==> config.mk <==
export PLATFORM = sky130hd
export DESIGN_NAME = camera_sccb_config
export DESIGN_NICKNAME = d
export VERILOG_FILES = /design/src/rtl/camera_cfg_pkg.sv /design/src/rtl/camera_reg_rom.sv /design/src/rtl/camera_sccb_config.sv
export SDC_FILE = /design/constraint.sdc
export NUM_CORES = 1
export LEC_CHECK = 0
export ABC_AREA = 1
export BUFFER_PORTS_ARGS = -buffer_cell sky130_fd_sc_hd__buf_4
export CAP_MARGIN = 20
export CORE_MARGIN = 5
export CORE_UTILIZATION = 40
export CTS_BUF_LIST = sky130_fd_sc_hd__clkbuf_8 sky130_fd_sc_hd__clkbuf_16
export DETAILED_ROUTE_END_ITERATION = 6
export PLACE_DENSITY = 0.55
export SLEW_MARGIN = 20
export SYNTH_ARGS = -nofsm -noshare
export SYNTH_HDL_FRONTEND = slang
export SYNTH_SLANG_ARGS = --single-unit
==> constraint.sdc <==
create_clock -name CLOCK -period 6.5 [get_ports CLOCK]
set_input_delay 0 -clock CLOCK [delete_from_list [all_inputs] [get_ports CLOCK]]
set_output_delay 0 -clock CLOCK [all_outputs]
set_load 0.1 [all_outputs]
==> src/rtl/camera_cfg_pkg.sv <==
// Shared definitions for the OV7670 SCCB configuration master: FSM states,
// default write ID and the register table loaded after power-up.
package camera_cfg_pkg;

  typedef enum logic [2:0] {
    IDLE,
    START_C,
    BITS,
    STOP_C,
    GAP,
    DELAY,
    FINISH
  } sccb_state_t;

  localparam logic [7:0] DEFAULT_DEVICE_ADDR = 8'h42;
  localparam int         TABLE_LEN           = 8;

  // {register address, data}
  localparam logic [15:0] REG_TABLE [TABLE_LEN] = '{
    16'h1280,  // soft reset
    16'h120C,  // QCIF, RGB
    16'h0C08,  // scaling enable
    16'h11C0,  // external clock
    16'h40D0,  // RGB565, full range
    16'h140B,  // gain ceiling
    16'h1E30,  // mirror/flip
    16'h4200   // color bar off
  };

  // COM7 with bit 7 set resets the sensor, which then needs time to settle
  function automatic logic is_soft_reset(input logic [15:0] entry);
    return (entry[15:8] == 8'h12) && entry[7];
  endfunction

endpackage

==> src/rtl/camera_reg_rom.sv <==
// Combinational lookup of one {addr,data} configuration entry by index.
module camera_reg_rom
  import camera_cfg_pkg::*;
(
  input  logic [3:0]  index,
  output logic [15:0] entry
);

  always_comb begin
    entry = 16'hFFFF;
    if (index < 4'(TABLE_LEN)) begin
      entry = REG_TABLE[index[2:0]];
    end
  end

endmodule

==> src/rtl/camera_sccb_config.sv <==
// Write-only SCCB master: sends the register table as 3-phase writes, with a
// settle delay after the soft-reset entry, and reports BUSY/DONE progress.
module camera_sccb_config
  import camera_cfg_pkg::*;
#(
  parameter int         CLK_DIV     = 63,
  parameter logic [7:0] DEVICE_ADDR = DEFAULT_DEVICE_ADDR,
  parameter int         NUM_REGS    = 8,
  parameter int         RESET_DELAY = 25000
) (
  input  logic       CLOCK,
  input  logic       RESET,
  input  logic       START,
  output logic       SIO_C,
  output logic       SIO_D_OUT,
  output logic       SIO_D_OE,
  output logic       BUSY,
  output logic       DONE,
  output logic [3:0] REG_INDEX
);

  localparam int TW = (CLK_DIV > 1) ? $clog2(CLK_DIV) : 1;
  localparam int DW = (RESET_DELAY > 1) ? $clog2(RESET_DELAY) : 1;
  localparam logic [TW-1:0] TICK_LAST  = TW'(CLK_DIV - 1);
  localparam logic [DW-1:0] DELAY_LAST = DW'(RESET_DELAY - 1);
  localparam logic [3:0]    LAST_INDEX = 4'(NUM_REGS - 1);

  sccb_state_t   state_reg, state_next;
  logic [TW-1:0] tick_reg, tick_next;
  logic [1:0]    phase_reg, phase_next;
  logic [3:0]    bit_reg, bit_next;
  logic [1:0]    byte_reg, byte_next;
  logic [DW-1:0] delay_reg, delay_next;
  logic [3:0]    index_reg, index_next;
  logic          sio_c_next, sio_d_next, sio_oe_next;
  logic [15:0]   entry;
  logic [7:0]    cur_byte;
  logic          tick, ticking;

  camera_reg_rom u_rom (
    .index (index_reg),
    .entry (entry)
  );

  assign tick    = (tick_reg == TICK_LAST);
  assign ticking = (state_reg == START_C) || (state_reg == BITS) ||
                   (state_reg == STOP_C)  || (state_reg == GAP);

  always_comb begin
    state_next = state_reg;
    phase_next = phase_reg;
    bit_next   = bit_reg;
    byte_next  = byte_reg;
    delay_next = delay_reg;
    index_next = index_reg;
    tick_next  = (ticking && !tick) ? tick_reg + TW'(1) : '0;

    case (state_reg)
      IDLE, FINISH: begin
        if (START) begin
          state_next = START_C;
          phase_next = '0;
          bit_next   = '0;
          byte_next  = '0;
          index_next = '0;
        end
      end
      START_C, STOP_C: begin
        if (tick) begin
          phase_next = phase_reg + 2'd1;
          if (phase_reg == 2'd3) begin
            state_next = (state_reg == START_C) ? BITS : GAP;
          end
        end
      end
      BITS: begin
        if (tick) begin
          phase_next = phase_reg + 2'd1;
          if (phase_reg == 2'd3) begin
            if (bit_reg == 4'd8) begin
              bit_next  = '0;
              byte_next = byte_reg + 2'd1;
              if (byte_reg == 2'd2) begin
                byte_next  = '0;
                state_next = STOP_C;
              end
            end else begin
              bit_next = bit_reg + 4'd1;
            end
          end
        end
      end
      GAP: begin
        if (tick) begin
          phase_next = phase_reg + 2'd1;
          if (phase_reg == 2'd3) begin
            if (is_soft_reset(entry)) begin
              state_next = DELAY;
              delay_next = '0;
            end else if (index_reg == LAST_INDEX) begin
              state_next = FINISH;
            end else begin
              index_next = index_reg + 4'd1;
              state_next = START_C;
            end
          end
        end
      end
      DELAY: begin
        delay_next = delay_reg + DW'(1);
        if (delay_reg == DELAY_LAST) begin
          phase_next = '0;
          if (index_reg == LAST_INDEX) begin
            state_next = FINISH;
          end else begin
            index_next = index_reg + 4'd1;
            state_next = START_C;
          end
        end
      end
      default: state_next = IDLE;
    endcase
  end

  // Pin values are decoded from the next state so they leave a flop directly
  always_comb begin
    sio_c_next  = 1'b1;
    sio_d_next  = 1'b1;
    sio_oe_next = 1'b1;
    case (byte_next)
      2'd0:    cur_byte = DEVICE_ADDR;
      2'd1:    cur_byte = entry[15:8];
      default: cur_byte = entry[7:0];
    endcase
    case (state_next)
      START_C: begin
        sio_c_next = (phase_next != 2'd3);
        sio_d_next = (phase_next == 2'd0);
      end
      BITS: begin
        sio_c_next = phase_next[1];
        if (bit_next == 4'd8) begin
          sio_oe_next = 1'b0;
        end else begin
          sio_d_next = cur_byte[3'd7 - bit_next[2:0]];
        end
      end
      STOP_C: begin
        sio_c_next = (phase_next != 2'd0);
        sio_d_next = phase_next[1];
      end
      default: ;
    endcase
  end

  always_ff @(posedge CLOCK or posedge RESET) begin
    if (RESET) begin
      state_reg <= IDLE;
      tick_reg  <= '0;
      phase_reg <= '0;
      bit_reg   <= '0;
      byte_reg  <= '0;
      delay_reg <= '0;
      index_reg <= '0;
      SIO_C     <= 1'b1;
      SIO_D_OUT <= 1'b1;
      SIO_D_OE  <= 1'b1;
      BUSY      <= 1'b0;
      DONE      <= 1'b0;
    end else begin
      state_reg <= state_next;
      tick_reg  <= tick_next;
      phase_reg <= phase_next;
      bit_reg   <= bit_next;
      byte_reg  <= byte_next;
      delay_reg <= delay_next;
      index_reg <= index_next;
      SIO_C     <= sio_c_next;
      SIO_D_OUT <= sio_d_next;
      SIO_D_OE  <= sio_oe_next;
      BUSY      <= (state_next != IDLE) && (state_next != FINISH);
      DONE      <= (state_next == FINISH);
    end
  end

  assign REG_INDEX = index_reg;

endmodule

[Word level (Yosys, flattened, before mapping)]
Memories as Yosys holds them, arrays and structs flattened.
Cells that the tools add are included.
Word-level totals
  memories kept: 1
  bits of input ports: 3
  memory bits (read-only): 128
  output and inout bits: 9
  logic and storage cells: 122
  register bits after elaboration: 41
Operators by class
  eq/ne operators: 27
  multiplexer cells: 52
  bitwise operators: 1
  reduce and logical (&&, ||, !) cells: 19
  $add $sub $neg: 7
  magnitude comparators: 3
Memories
  (name not given): depth 8, width 16, rd ports 1, clocked after Yosys merged registers in 0, wr ports 0, line camera_reg_rom.sv:12  | entry = REG_TABLE[index[2:0]];
Operator list (number)
  $mux W16: 3
  $mux W15: 3
  $mux W4: 10
  $mux W3: 13
  $pmux W15 S2: 1
  $mux W2: 8
  $pmux W8 S2: 1
  $add A15 B1 Y15 const B: 1
  $eq A15 B15 Y1 const B: 1
  $pmux W3 S5: 1
  $eq A3 B2 Y1 const B: 4
  $eq A3 B3 Y1 const B: 4
  $pmux W4 S3: 1
  $ne A2 B2 Y1 const B: 5
  $add A4 B1 Y4 const B: 2
  $eq A4 B4 Y1 const B: 2
  $eq A8 B5 Y1 const B: 1
  $pmux W4 S2: 1
  $add A6 B1 Y6 const B: 1
  $eq A3 B1 Y1 const B: 2
  $eq A6 B6 Y1 const B: 1
  $mux W6: 1
  $pmux W1 S3: 2
  $pmux W2 S3: 1
  other kinds (25): 39

[Logic depth before layout (Yosys ltp)]
Gate-level depths: netlist of the first run.
  word-level depth: 13
  depth in mapped cells: 18
  depth with buffers taken out: 18

[Cells and area by module]
From an unflattened synthesis of the first run, not the netlist that was laid out.
Second synthesis, totals
  cells, all modules: 445
  area, all modules: 3178.0 µm²
Modules (own cells, without submodules)
  camera_sccb_config: cells an instance 405, area each 2932.8 µm², seq. area each 1029.7 µm², instances 1
  camera_reg_rom: cells an instance 40, area each 245.2 µm², seq. area each 0.0 µm², instances 1

[Worst setup path after synthesis of the first run]
OpenSTA, ideal clock, no wires.
  path type: register to register
  from: register index_reg[0], in the netlist REG_INDEX[0]
  to: register delay_reg[9]
  setup slack: 3.548 ns
  library setup time: 0.122 ns
  cell stages (with the launch flop): 14
  data required time: 6.378 ns
  period minus slack after synthesis: 2.952 ns
  arrival time: 2.830 ns
  path buffers: 0
  cell sequence: dfrtp_1 inv_1 ha_1 inv_1 nand2_2 and2_4 nor2_4 nand3_4 o21ai_4 inv_4 nor3_4 nand2_2 nor3_1 nor2_1
On the way
  word-level cells in the longest chain between the ends: 9
  elaborated cells between the ends (all ways): 10
  those cells by class: order compare: 1; eq/ne: 2; mux: 3; bitwise: 1; reduce/logical: 2; memory: 1
Ends and longest elaborated chain
  from (decl): line camera_sccb_config.sv:34  | logic [3:0] index_reg, index_next;
  from (signal assigned): line camera_sccb_config.sv:177  | index_reg <= index_next;
  $not A3 Y4 (implied by the code): line camera_reg_rom.sv:12
  $mem_v2 Z8 W16
  $mux W16 (implied by the code) (2 in series): line camera_reg_rom.sv:12
  $mux W16 *: line camera_reg_rom.sv:11  | if (index < 4'(TABLE_LEN)) begin
  $eq A8 B5 Y1: line camera_cfg_pkg.sv:32  | return (entry[15:8] == 8'h12) && entry[7];
  $logic_and A1 B1 Y1 *: line camera_cfg_pkg.sv:32
  $ne A2 B1 Y1 (no line) *
  $reduce_and A4 Y1 (no line) *
  to (signal assigned): line camera_sccb_config.sv:176  | delay_reg <= delay_next;
  to (decl): line camera_sccb_config.sv:33  | logic [DW-1:0] delay_reg, delay_next;
Every way passes the cells marked *; elsewhere a longest branch is shown, timed or not. The select of a mux whose other input is x is not followed.
A chain may end at the register's enable or synchronous reset.

[Worst setup path after layout of the first run]
Same ends and word-level chain as after synthesis.

==> flow_summary.ini, run 1 <==
[run_status]
status = complete, no violations

[synthesis]
netlist_area_sq_um = 2930
synthCells = 389
avgSynthCellArea_sq_um = 7.53
seq_area_frac_synth = 0.352
yosys_warnings = 0
ys_seq_elements = 41
ys.flop_type = dfrtp_1
synth_edf_count = 0
syn_nets = 405
async_reset_ff_frac = 1.00
post_synth_num_cell_types = 47

[floorplanning]
ioPinCount = 12
coreArea_sq_um = 7180
die-area_sq_um = 9130
num_rows = 31
initial_core_util = 0.408
die_w_um = 95.6
die_y_um = 95.6

[worst_setup_path]
path_cells = inv_1 -> ha_1 -> inv_1 -> nand2_2 -> and2_4 -> nor2_4 -> nand3_4 -> o21ai_4 -> inv_4 -> nor3_4 -> nand2_2 -> nor3_1 -> nor2_1
required_ps = 6690
path_max_fanout = 7
startpoint_type = flip-flop
crit_type = reg -> reg
cp.arrival_ps = 2660
cpPeakStageDelay_ps = 440
endpoint_kind = flip-flop
slowest_stage = dfrtp_1

[clocking]
post_cts_resized = 0
clkTransAtPathRegs_ps = 90
clock_latency_ps = 300
cts_tree = done
h-tree-depth = 2
cts_root_buf = clkbuf_8
hold_buffers = 1
numCtsBuffers = 5
clock_sinks = 41
cts_setup_buffers = 0
clock_path_buffers = 2

[hold_path]
holdCritPathClass = in -> reg

[timing]
max_freq_mhz = 406
hold_viol = 0
slew_headroom = 0.637
slew_viol_final = 0
period_needed_ps = 2460
rsz0062_at_grt = no
setup_tns_ps = 0
period_share = 0.379
hold_ws_ps = 57.5
clock_skew_ps = 7.24
setup_viol = 0
worst_pin_slew_ps = 544

[drt]
vias = 2525
route.antenna.remaining_nets = 0
via_per_inst = 5.01
drc_errors = 0
dr.pass1.iters = 4
drtIter0Drc = 157
wl_um = 6400
drt-wirelength-per-cell_um = 12.7

[grt]
grt_usage = 0.152
grt-ovfl-total = 0
grt_max_degree = 42
antenna_found_initial = 0
grt_first_pass_wirelength_um = 11000
grt_pass1_vias = 2393

[cells_and_area]
final_common_cell = nand2_1
area_delta_synth_final_pct = 9.49
fin_nets = 420
drive_above_1_share = 0.185
final_cell_mix = nand2_1 (78), inv_1 (46), nor2_1 (40), dfrtp_1 (38), nand3_1 (37)
largest_reg_flops = 15
final_util = 0.447
antenna_cells = 0

[placed_design]
hpwl_um = 4830
numPortBuffers = 11
place_congestion = 0.903

[job]
cap_violations = 0

[power]
p_leak_uw = 0.00152
irDropWorstVdd_mv = 0.0738
cellPowerDensity_nw_per_um2 = 206
## through the flow
stage	cells	total power [uW]	cell area (sq um)	worst slack [ps]
after global placement	495	480	3100	4110
after global routing	504	700	3210	3830
after detailed placement	495	481	3100	4030
final	504	660	3210	4040
after CTS	504	667	3210	4020
after floorplan	389	448	2930	3550
## cells by family (layout without fill, tap and decap cells)
family / after synthesis / in the layout / share of synthesized area
AO/OA/AOI/OAI: 56 / 56 / 0.118
XOR/XNOR: 6 / 6 / 0.0179
adder cells (fa/ha/maj): 13 / 13 / 0.0556
buffers and inverters: 63 / 79 / 0.0923
flip-flops: 41 / 41 / 0.352
AND/OR/NAND/NOR: 210 / 210 / 0.365
## per-layer routing
layer / global-route usage / vias to the layer above / wire length [um]
met4: 0.0474 / 0 / 80
met2: 0.249 / 42 / 2960
met3: 0.0237 / 7 / 198
met1: 0.206 / 1169 / 3160
li1: - / 1307 / -
met5: 0 / - / 0
## path summary, 6_finish.rpt
check / from / to / slack [ps] / cells past startpoint
min in group asynchronous: RESET / tick_reg[1] / 380 / 4
worst min register to register: tick_reg[0] / tick_reg[0] / 500 / 1
worst max register to register: REG_INDEX[0] / delay_reg[9] / 4040 / 13
worst min-delay path: START / REG_INDEX[3] / 60 / 3
max in group asynchronous: RESET / byte_reg[0] / 5730 / 4
worst max-delay path: REG_INDEX[0] / delay_reg[9] / 4040 / 13
## cells in the mapped netlist (2+ instances only)
cell | instances | area (sq um)
ha_1 | 13 | 163
nand4_1 | 10 | 62.6
xor2_1 | 5 | 43.8
a21oi_2 | 2 | 17.5
nand3_2 | 4 | 40.0
dfrtp_1 | 38 | 951
o22ai_1 | 5 | 31.3
a21oi_1 | 14 | 70.1
nand2_1 | 78 | 293
o21ai_2 | 3 | 26.3
nor2_1 | 40 | 150
nor2_2 | 3 | 18.8
o21ai_1 | 5 | 25.0
buf_4 | 2 | 15.0
buf_6 | 2 | 22.5
nand2_2 | 9 | 56.3
a31oi_1 | 3 | 18.8
nand2_4 | 2 | 22.5
inv_2 | 10 | 37.5
nor2_4 | 6 | 67.6
o21ai_0 | 17 | 85.1
nor3_1 | 9 | 45.0
dfstp_2 | 3 | 78.8
nor3_4 | 2 | 32.5
nand3_1 | 37 | 185
inv_1 | 46 | 173
## layout make-up
cell class | instances | area, sq um
flip-flops and latches | 41 | 1030
well taps | 99 | 124
inverters | 58 | 228
clock buffers | 6 | 82.6
fillers | 725 | 3970
repair buffers | 13 | 100
multi-input cells | 285 | 1630
clock inverters | 2 | 13.8
## report_power, final
| group | internal, uW | total, uW | switching, uW |
|---|---|---|---|
| clock | 86.3 | 184 | 98.1 |
| combinational | 56.0 | 166 | 110 |
| sequential | 281 | 309 | 28.0 |
## critical path, delay by kind of cell (launching register included)
kind / cells / cell delay, ps
AND/OR/NAND/NOR: 8 / 950
flip-flops: 1 / 440
adder cells (fa/ha/maj): 1 / 360
buffers and inverters: 3 / 340
AO/OA/AOI/OAI: 1 / 260
Power figures use the tool's default switching activity.
==> run 2: changes to the inputs <==
Settings changed: PLACE_DENSITY 0.55 to 0.57.
Clock period 6.5 ns to 2.22 ns, I/O delays scaled along.
==> run 2 against run 1 <==
  * The flow now finishes with violations (setup timing)
  * Critical path type unchanged
  * Die area unchanged
  * Critical path depth unchanged
  * Non-clock buffer count up 35
  * Critical endpoint unchanged
==> flow_summary.ini, run 2 (same netlist as run 1, synthesis figures left out) <==
[power]
cellPowerDensity_nw_per_um2 = 558
p_leak_uw = 0.00170
irDropWorstVdd_mv = 0.220
total_power_uw = 2020

[timing]
timing.final.ws_setup_ps = -42.5
period_needed_ps = 2260
max_freq_mhz = 442
period_share = 1.02
hold_viol = 0
rsz0062_at_grt = yes
slew_viol_final = 0
slew_headroom = 0.600
worst_pin_slew_ps = 599
setup_viol = 3
clock_skew_ps = 6.98

[run_status]
violations = setup timing
status = finished with violations

[cells_and_area]
drive_above_1_share = 0.332
final_cell_mix = nand2_1 (74), buf_4 (46), inv_1 (43), nand3_1 (33)
antenna_cells = 0
area_delta_synth_final_pct = 24.0
final_common_cell = nand2_1
fin_nets = 455
largest_reg_flops = 15
final_cells = 539

[grt]
grt_pass1_vias = 2633
grt_first_pass_wirelength_um = 11800
antenna_found_initial = 0
grt-ovfl-total = 0
grt_max_degree = 18
grt_usage = 0.163

[floorplanning]
die-area_sq_um = 9130
coreArea_sq_um = 7180
die_w_um = 95.6
die_y_um = 95.6
ioPinCount = 12
num_rows = 31
initial_core_util = 0.408

[drt]
vias = 2705
drc_errors = 0
wl_um = 6940
dr.pass1.iters = 4
drtIter0Drc = 105
via_per_inst = 5.02
route.antenna.remaining_nets = 0
drt-wirelength-per-cell_um = 12.9

[worst_setup_path]
r2r-start = REG_INDEX[1]
cp_top_family = simple AND/OR/NAND/NOR gates
cp.arrival_ps = 2500
required_ps = 2460
endpoint_kind = flip-flop
critPathBufInv = 1
startpoint_type = flip-flop
slowest_stage = dfrtp_4
worstSetupStartpoint = REG_INDEX[1]
crit_type = reg -> reg
cpPeakStageDelay_ps = 530
path_cells = ha_4 -> ha_2 -> nor2_2 -> o21ai_2 -> nor2_4 -> nand3_4 -> o21ai_4 -> inv_4 -> nor3_4 -> nand2_2 -> o21ai_2 -> nand2_1 -> nor2_1
crit_path_frequent_cell = o21ai_2
path_max_fanout = 6

[clocking]
clock_latency_ps = 300
clock_sinks = 41
cts_tree = done
clock_path_buffers = 2
numCtsBuffers = 5
h-tree-depth = 2
cts_root_buf = clkbuf_8
clkTransAtPathRegs_ps = 90

[hold_path]
min_from = START
holdCritPathClass = in -> reg

[placed_design]
numPortBuffers = 11
place_congestion = 0.841
dp.cells = 519
hpwl_um = 5310

[job]
cap_violations = 0
-- run 2: routing by layer --
layer | GRT usage | vias to the layer above | part of all wire
met3 | 0.0300 | 15 | 0.025
met5 | 0 | - | 0
met4 | 0.0616 | 0 | 0.022
met1 | 0.214 | 1277 | 0.48
li1 | - | 1374 | -
met2 | 0.266 | 39 | 0.47
-- run 2: layout make-up --
cell class | count | area, sq um
Tap cell | 99 | 124
Fill cell | 718 | 3550
Inverter | 58 | 233
Clock buffer | 6 | 82.6
Sequential cell | 41 | 1040
Clock inverter | 2 | 13.8
Multi-Input combinational cell | 285 | 1760
Timing Repair Buffer | 48 | 375
-- run 2: metrics by stage --
stage               setup WS [ps]  TNS [ps]  area [sq um]  hold slack [ps]  utilization
floorplan                    -120      -396          2970              220            -
global placement             27.0         0          3320              106        0.463
detailed placement          -50.0     -94.6          3320              115        0.463
CTS                         -5.80     -5.80          3440             63.0        0.479
global route                 -184     -1220          3630             70.7        0.506
finish                      -42.5     -52.0          3630             71.7        0.506
-- run 2: final timing paths --
path                       slack (ps)      endpoint  cells after the start
max                               -40  delay_reg[9]                     13
min                                70  REG_INDEX[3]                      3
max reg2reg                       -40  delay_reg[9]                     13
min reg2reg                       530    bit_reg[3]                      1
max in group asynchronous        1180      SIO_D_OE                      4
min in group asynchronous         320   tick_reg[0]                      3
-- run 2: timing repair --
| action | CTS | global route |
|---|---|---|
| gates resized for setup | 2 | 34 |
| setup endpoints to repair | 6 | 15 |
| pin swaps | 2 | 7 |
| setup buffers | 0 | 11 |
| hold endpoints to repair | 14 | 0 |
| hold buffers | 1 | 0 |
-- run 2: power by group --
part	leakage (uW)	internal (uW)	switching, uW
clock	0.0000512	253	286
sequential	0.000531	827	77.1
combinational	0.00112	223	357
total	0.00170	1300	721
-- run 2: tightest hold or removal path, stage by stage --
cell and delay (ps):
buf_4 100, o21a_1 170, nor3b_2 60
==> run 3: changes to the inputs <==
Settings changed: BUFFER_PORTS_ARGS -buffer_cell sky130_fd_sc_hd__buf_4 to unset, DONT_BUFFER_PORTS set to 1, PLACE_DENSITY 0.57 to 0.55, SKIP_CTS_REPAIR_TIMING set to 1.
==> run 3 against run 2 <==
  * Non-clock buffer count fell by 9
  * Maximum frequency rose by 2.1%
  * Flip-flop and latch count did not move
  * Setup slack improved by 46 ps
  * Global-route usage fell by 0.25 points
  * Cell area fell by 1.4%
  * Routed wire length rose by 1.2%
  * Count of clock-buffer cells in the layout fell by 1
  * The run now ends clean
  * Combinational power fell by 11%
==> flow_summary.ini, run 3 (same netlist as run 1, synthesis figures left out) <==
[run_status]
status = complete, no violations

[grt]
grt_max_degree = 42
antenna_found_initial = 0
grt_pass1_vias = 2568
grt-ovfl-total = 0
grt_first_pass_wirelength_um = 11600
grt_usage = 0.161

[clocking]
numCtsBuffers = 5
clkTransAtPathRegs_ps = 90
h-tree-depth = 2
clock_path_buffers = 2
clock_sinks = 41
clock_latency_ps = 300
cts_root_buf = clkbuf_8
cts_tree = done

[timing]
clock_skew_ps = 7.71
hold_viol = 0
period_share = 0.999
setup_viol = 0
slew_viol_final = 0
max_freq_mhz = 451
rsz0062_at_grt = yes
period_needed_ps = 2220
worst_pin_slew_ps = 871
setup_tns_ps = 0
slew_headroom = 0.420

[worst_setup_path]
reg2reg_setup_slack_ps = 3
path_max_fanout = 6
crit_type = reg -> reg
cpPeakStageDelay_ps = 530
crit_path_frequent_cell = nor2_1
required_ps = 2420
endpoint_kind = flip-flop
r2r-start = REG_INDEX[1]
reg2reg_to = delay_reg[9]
reg2regPathDepth = 12
slowest_stage = dfrtp_4
cp.arrival_ps = 2420
path_cells = ha_4 -> ha_2 -> nor2_1 -> o21ai_2 -> nor2_4 -> nand3_4 -> o21ai_4 -> inv_4 -> nor3_4 -> nand2_2 -> nor3_1 -> nor2_1
startpoint_type = flip-flop

[cells_and_area]
drive_above_1_share = 0.295
multi_input_area_sq_um = 1740
seq_area_sq_um = 1040
fin_area_sq_um = 3580
final_common_cell = nand2_1
final_cells = 530
antenna_cells = 0
area_delta_synth_final_pct = 22.2
fin_nets = 446
largest_reg_flops = 15
final_cell_mix = nand2_1 (77), inv_1 (40), nor2_1 (37), buf_4 (36), nand3_1 (34)
fill_cells = 711

[power]
cellPowerDensity_nw_per_um2 = 620
irDropWorstVdd_mv = 0.319
p_leak_uw = 0.00168

[drt]
drc_errors = 0
dr.pass1.iters = 4
drtIter0Drc = 116
via_per_inst = 5.07
wl_um = 7020
drt-wirelength-per-cell_um = 13.2
route.antenna.remaining_nets = 0
vias = 2685

[floorplanning]
die-area_sq_um = 9130
initial_core_util = 0.408
coreArea_sq_um = 7180
num_rows = 31
ioPinCount = 12
die_w_um = 95.6
die_y_um = 95.6

[placed_design]
place_congestion = 0.869
hpwl_um = 5240
numPortBuffers = 0
dp.cells = 513
place_area_sq_um = 3280

[hold_path]
worstHoldEndpoint = state_reg[1]
whs_path_depth = 3
min_from = START
holdCritPathClass = in -> reg

[job]
cap_violations = 0
-- run 3: cell count changes in the layout (fill, tap and decap cells not counted), sizes merged --
cell | before | now
clkinv | 2 | 1
buf | 47 | 37
dlygate4sd3 | 1 | 2
bufinv | 0 | 2
clkbuf | 6 | 5
-- run 3: how the worst max path moves through the flow --
stage	end	from	cells after the start	slack (ps)
detailed placement	delay_reg[14]	REG_INDEX[0]	15	-5
finish	delay_reg[9]	REG_INDEX[1]	12	3
global placement	delay_reg[14]	REG_INDEX[0]	14	50
global route	delay_reg[9]	REG_INDEX[0]	14	-130
floorplan	delay_reg[14]	REG_INDEX[0]	13	-120
CTS	delay_reg[14]	REG_INDEX[0]	15	-10
-- run 3: where the power goes --
group	internal [uW]	leakage, uW	switching, uW	total (uW)
clock network	453	0.0000687	293	746
logic	210	0.00108	308	518
registers	828	0.000532	126	954
-- run 3: per-stage QoR --
step	setup slack [ps]	hold slack, ps	util	power [uW]
after CTS	-14.7	-280	0.476	2200
after floorplan	-120	220	-	1330
final	3.32	28.2	0.499	2220
after detailed placement	-5.02	57.4	0.457	1450
after global placement	46.3	55.7	0.457	1440
after global routing	-128	42.7	0.499	2340
-- run 3: critical path: cells and delay by family, from the launching register on --
kind            cells  cell delay, ps
fa+ha+maj           2             340
buf+inv             1              60
flops               1             530
compound gates      2             330
simple gates        7             850
-- run 3: cell type report --
type	instances	share of cell area
multi-input cells	285	0.485
flip-flops and latches	41	0.292
clock inverters	3	0.0192
repair buffers	39	0.0843
inverters	58	0.0658
clock buffers	5	0.0192
well taps	99	0.0346
-- run 3: per-layer routing --
layer	share of wire	up-vias	global-route usage
met5	0	-	0
met4	0.011	0	0.0498
met3	0.025	7	0.0253
met2	0.48	33	0.259
met1	0.49	1280	0.220
li1	-	1365	-
